$ cat src/rtl/grey_to_binary.sv
// Registered 4-bit reflected-Gray to binary converter with a one-bit-step checker.
// Output word, valid strobe and step error are registered together, one cycle after acceptance.
module grey_to_binary #(
    parameter bit CHECK_STEP = 1'b1
) (
    input  logic clk,
    input  logic rst_n,
    input  logic in_valid,
    input  logic g1,
    input  logic g2,
    input  logic g3,
    input  logic g4,
    output logic out_valid,
    output logic b1,
    output logic b2,
    output logic b3,
    output logic b4,
    output logic step_err
);

    // Prefix XOR from the MSB down.
    function automatic logic [3:0] gray_to_bin(input logic [3:0] gray);
        logic [3:0] bin;
        bin[3] = gray[3];
        bin[2] = bin[3] ^ gray[2];
        bin[1] = bin[2] ^ gray[1];
        bin[0] = bin[1] ^ gray[0];
        return bin;
    endfunction

    // True when more than one bit differs: clearing the lowest set bit leaves something.
    function automatic logic multi_bit_change(input logic [3:0] a, input logic [3:0] b);
        logic [3:0] diff;
        diff = a ^ b;
        return ((diff & (diff - 4'd1)) != 4'd0);
    endfunction

    logic [3:0] gray_s;
    logic [3:0] bin_s;
    logic       step_err_s;

    logic       out_valid_r;
    logic [3:0] bin_r;
    logic       step_err_r;

    assign gray_s = {g1, g2, g3, g4};
    assign bin_s  = gray_to_bin(gray_s);

    if (CHECK_STEP) begin : g_step
        logic [3:0] hist_r;
        logic       hist_valid_r;

        // Remember the last accepted Gray word, even when it was flagged as a bad step.
        always_ff @(posedge clk) begin
            if (!rst_n) begin
                hist_r       <= 4'd0;
                hist_valid_r <= 1'b0;
            end else if (in_valid) begin
                hist_r       <= gray_s;
                hist_valid_r <= 1'b1;
            end else begin
                hist_r       <= hist_r;
                hist_valid_r <= hist_valid_r;
            end
        end

        // The first word after reset has nothing to compare against.
        always_comb begin
            step_err_s = 1'b0;
            if (hist_valid_r) begin
                step_err_s = multi_bit_change(hist_r, gray_s);
            end else begin
                step_err_s = 1'b0;
            end
        end
    end else begin : g_no_step
        assign step_err_s = 1'b0;
    end

    // Output stage: capture on acceptance, otherwise hold word and error, drop valid.
    always_ff @(posedge clk) begin
        if (!rst_n) begin
            out_valid_r <= 1'b0;
            bin_r       <= 4'd0;
            step_err_r  <= 1'b0;
        end else if (in_valid) begin
            out_valid_r <= 1'b1;
            bin_r       <= bin_s;
            step_err_r  <= step_err_s;
        end else begin
            out_valid_r <= 1'b0;
            bin_r       <= bin_r;
            step_err_r  <= step_err_r;
        end
    end

    assign out_valid = out_valid_r;
    assign b1        = bin_r[3];
    assign b2        = bin_r[2];
    assign b3        = bin_r[1];
    assign b4        = bin_r[0];
    assign step_err  = step_err_r;

endmodule

$ cat config.mk
export PLATFORM = sky130hd
export DESIGN_NAME = grey_to_binary
export DESIGN_NICKNAME = d
export VERILOG_FILES = /design/src/rtl/grey_to_binary.sv
export SDC_FILE = /design/constraint.sdc
export NUM_CORES = 1
export LEC_CHECK = 0
export BUFFER_PORTS_ARGS = -buffer_cell sky130_fd_sc_hd__buf_4
export CAP_MARGIN = 20
export CORE_AREA = 2 2 39 41
export DETAILED_ROUTE_END_ITERATION = 16
export DIE_AREA = 0 0 41 43
export GPL_TIMING_DRIVEN = 0
export PLACE_DENSITY = 0.59
export SLEW_MARGIN = 20
export SYNTH_ARGS = -nofsm -noshare
export SYNTH_HDL_FRONTEND = slang
export SYNTH_SLANG_ARGS = --single-unit
$ cat constraint.sdc
create_clock -name clk -period 2.73 [get_ports clk]
set_input_delay 0 -clock clk [delete_from_list [all_inputs] [get_ports clk]]
set_output_delay 0 -clock clk [all_outputs]
set_load 0.05 [all_outputs]
After elaboration in Yosys (flattened, before gate mapping)
Index checks and enable logic that the tools add are counted.
Word-level totals
  bits in registers: 11
Operators by class
  add/subtract/negate cells: 1
  multiplexer cells: 2
  bitwise gates (word level): 5
  reductions and logical operators: 1
Operator list (number)
  4-bit bitwise AND: 1
  4-bit nonzero test: 1
  4-bit by 1-bit subtractor with 4-bit output (second input constant): 1
  4-bit XOR: 1
  1-bit XOR: 3
  1-bit two-way mux: 2

Longest topological paths before layout
  depth in word-level cells: 5
  gate-level depth with buffers: 4
  mapped depth without buffers: 3

Worst setup path before layout
Ideal clock, no wire load.
  path type: register to register
  from: register g_step.hist_r[3]
  to: register step_err_r, in the netlist step_err
  library setup time: 0.092 ns
  arrival time: 1.172 ns
  required time: 2.638 ns
  setup slack: 1.466 ns
  stages on the path, launching flop included: 4
  buffers on the path: 0
  period minus slack after synthesis: 1.264 ns
  path through: dfxtp_1 > xor2_1 > a211oi_1 > o32ai_1
Between the ends
  word-level cells in the longest chain between the ends: 5
Ends and longest elaborated chain
  from (decl): line 50  | logic [3:0] hist_r;
  from (signal assigned): line 59  | hist_r <= gray_s;
  from (signal assigned): line 62  | hist_r <= hist_r;
  4-bit XOR *: line 34  | diff = a ^ b;
  4-bit by 1-bit subtractor with 4-bit output: line 35  | return ((diff & (diff - 4'd1)) != 4'd0);
  4-bit bitwise AND *: line 35
  4-bit nonzero test *: line 35
  1-bit two-way mux *: line 70  | if (hist_valid_r) begin
  to (signal assigned): line 89  | step_err_r <= step_err_s;
  to (signal assigned): line 93  | step_err_r <= step_err_r;
  to (decl): line 44  | logic step_err_r;
Every way passes the cells marked *; elsewhere a longest branch is shown, timed or not.
A chain may end at the register's enable or synchronous reset.

Worst setup path after layout
Ends and elaborated chain as after synthesis.

==> results by group <==
Outcome
  • Status: finished clean

Placement
  • Gp weighted congestion: roughly 0.64
  • IO Port Bufs: 11
  • DP HPWL: 565 um
  • Dpl ws: 1.73 ns
  • Area after DPL: 557 um^2

Worst setup path
  • Critical Path Slowest Stage Cell: dfxtp_1
  • Startpoint Class: flop
  • CP required: slightly below 3 ns
  • Crit path arrival time: 1.19 ns
  • Setup Crit Path Kind: reg -> reg
  • CP top delay family: flip-flops
  • Cell Chain, Critical Path: xor2_1 -> a211oi_1 -> o32ai_1
  • CP peak stage delay: approximately 0.36 ns
  • CP max FO: 3
  • CP bufs+invs: 0
  • Crit end category: flop

Clock tree
  • Post-CTS sizing: 0
  • Inserted Clock Buffers: 3
  • Clk pin slew, worst setup/hold paths: 0.06 ns
  • Htree depth: 1
  • CTS sink cnt: 10
  • Postcts setup bufs: 0
  • Clk_lat worst skew: roughly 0.26 ns
  • CTS Root Cell: clkbuf_4
  • CTS tree: done
  • Maximum root-to-sink buffer count: 2

Route
  • DR vias: roughly 340
  • DR iter-0 viols: 2
  • Pre-antenna DRT Iters: 2
  • Final ANT Viol Nets: 0
  • WL/cell: 10.7 um
  • Final WL: 772 um
  • Remaining DRCs: 0
  • Mean number of vias per cell: 4.65

Layout
  • ANT cells: 0
  • Layout cells sized above 1: 30.4%
  • Final nets: 65
  • Layout area overhead: 29.8%
  • Post-route cell area: 589 um^2

Floorplan
  • IO Pins: 13
  • Die area: 0.00176 mm^2
  • Chip Width: ~40 um
  • Height of the die: 43 um
  • Initial Utilization: 32.8%
  • Row count: 14
  • Core Region: 0.00138 mm^2

Power
  • Leakage: 0.273 nW
  • Pwr Density: ~580 mW/mm^2
  • Worst vdd ir: 0.000286 V

Timing
  • Highest Clock Rate: just under 1 GHz
  • TNS Setup: 0 ns
  • Unrepaired setup endpoints after global routing: no
  • Clk_skew: 0.000667 ns
  • Final Slew Violations: 0
  • Slew headroom: 85.2%
  • Period utilisation layout: 37.4%
  • Worst setup margin: 1.71 ns
  • Final setup vio count: 0
  • Tmin final: 1.02 ns
  • WHS: 0.0254 ns
  • Actual slew at the worst max-slew pin: approximately 0.22 ns
  • Final hold viol count: 0

Global route
  • First-pass GRT wire length: 1250 um
  • GRT overflow: 0
  • Vias in the first global route: just under 300
  • Total GRT Usage: between 10 and 15%
  • Initial antenna violation count: 0
  • Largest net degree at the start of global routing: 11

Yosys
  • Mean Syn Cell Area: 11.1 um^2
  • Share of the synthesized area in the top cell type: about 44%
  • Cells after Synth: 41
  • Cell Area, Synth: 454 um^2
  • Synthesis Warnings: 0
  • Synth Register Bits: 10
  • Syn Nets: 48
  • Synth top area cells: dfxtp_1, mux2i_1, xor2_1, nor2b_1, xor3_2
  • Post-synthesis cell type count: 15
  • Dominant cell type by area after synthesis: dfxtp_1
  • Sequential area share after synthesis: 44.1%

Run
  • Max Cap Violations: 0

Hold path
  • HP Class: in -> reg
-- through the flow --
| step | cells | power [mW] | utilization, % |
|---|---|---|---|
| finish | 72 | 0.341 | 42.6 |
| global route | 72 | 0.360 | 42.6 |
| CTS | 72 | 0.348 | 42.6 |
| detailed placement | 68 | 0.246 | 40.2 |
| global placement | 68 | 0.246 | 40.2 |
| floorplan | 41 | 0.221 | - |
-- cells in the final DEF (no fill, tap or decap) --
cell type,Yosys,final
a211oi_1,2,2
a21oi_1,1,1
and2_1,2,2
buf_4,0,11
buf_6,2,2
clkbuf_4,0,3
dfxtp_1,10,10
dlygate4sd3_1,0,1
mux2i_1,4,4
nand2_1,3,3
nor2b_1,5,5
o211a_1,1,1
o21a_1,2,2
o21ai_0,1,1
o32ai_1,1,1
xnor2_1,2,2
xor2_1,4,4
xor3_2,1,1
-- per-layer routing --
layer / vias to the layer above / part of all wire, % / wire, um / global-route usage, %
met3: 0 / 9.6 / 74 / 9.42
met1: 153 / 43 / 332 / 13.4
li1: 171 / - / - / -
met5: - / 0 / 0 / 0
met2: 11 / 47 / 365 / 15.0
met4: 0 / 0 / 0 / 2.00
-- synthesized netlist by cell type --
| master | n |
|---|---|
| o211a_1 | 1 |
| and2_1 | 2 |
| dfxtp_1 | 10 |
| o32ai_1 | 1 |
| o21ai_0 | 1 |
| xor2_1 | 4 |
| o21a_1 | 2 |
| nand2_1 | 3 |
| nor2b_1 | 5 |
| buf_6 | 2 |
| mux2i_1 | 4 |
| a211oi_1 | 2 |
| xnor2_1 | 2 |
| a21oi_1 | 1 |
| xor3_2 | 1 |
-- state kept, by name, indices dropped and copies added (netlist names) --
register	count
g_step.hist_valid_r	1
step_err	1
out_valid	1
bin_r	3
g_step.hist_r	4
-- final cells by class --
cell class | instances | area [um^2]
Clock buffer | 3 | 22.5
Buffer | 2 | 22.5
Fill cell | 144 | 795
Sequential cell | 10 | 200
Timing Repair Buffer | 12 | 92.6
Multi-Input combinational cell | 29 | 231
Tap cell | 16 | 20.0
-- timing repair --
item                                    CTS  global route
hold endpoints to repair                  5             0
hold buffers                              1             0
endpoints found under the setup margin    0             0
-- path summary, 6_finish.rpt --
kind / startpoint / endpoint / slack (ns) / depth (start not counted)
max: g_step.hist_r[3] / step_err / 1.71 / 3
min: in_valid / out_valid / 0.03 / 2
max reg2reg: g_step.hist_r[3] / step_err / 1.71 / 3
min reg2reg: g_step.hist_valid_r / g_step.hist_valid_r / 0.48 / 1
-- kinds of logic after synthesis --
family                 Yosys count  share of synthesized area [%]
AO/OA/AOI/OAI                    8                           12.9
AND/OR/NAND/NOR                 10                           12.1
multiplexers                     4                           8.82
flip-flops                      10                           44.1
buffers and inverters            2                           4.96
XOR/XNOR                         7                           17.1
-- where the power goes --
part           total, mW  switching (mW)  internal [mW]
clock             0.0976          0.0468         0.0508
combinational     0.0819          0.0456         0.0363
sequential         0.162         0.00552          0.156
No activity file was read; power rests on OpenSTA's default activity.
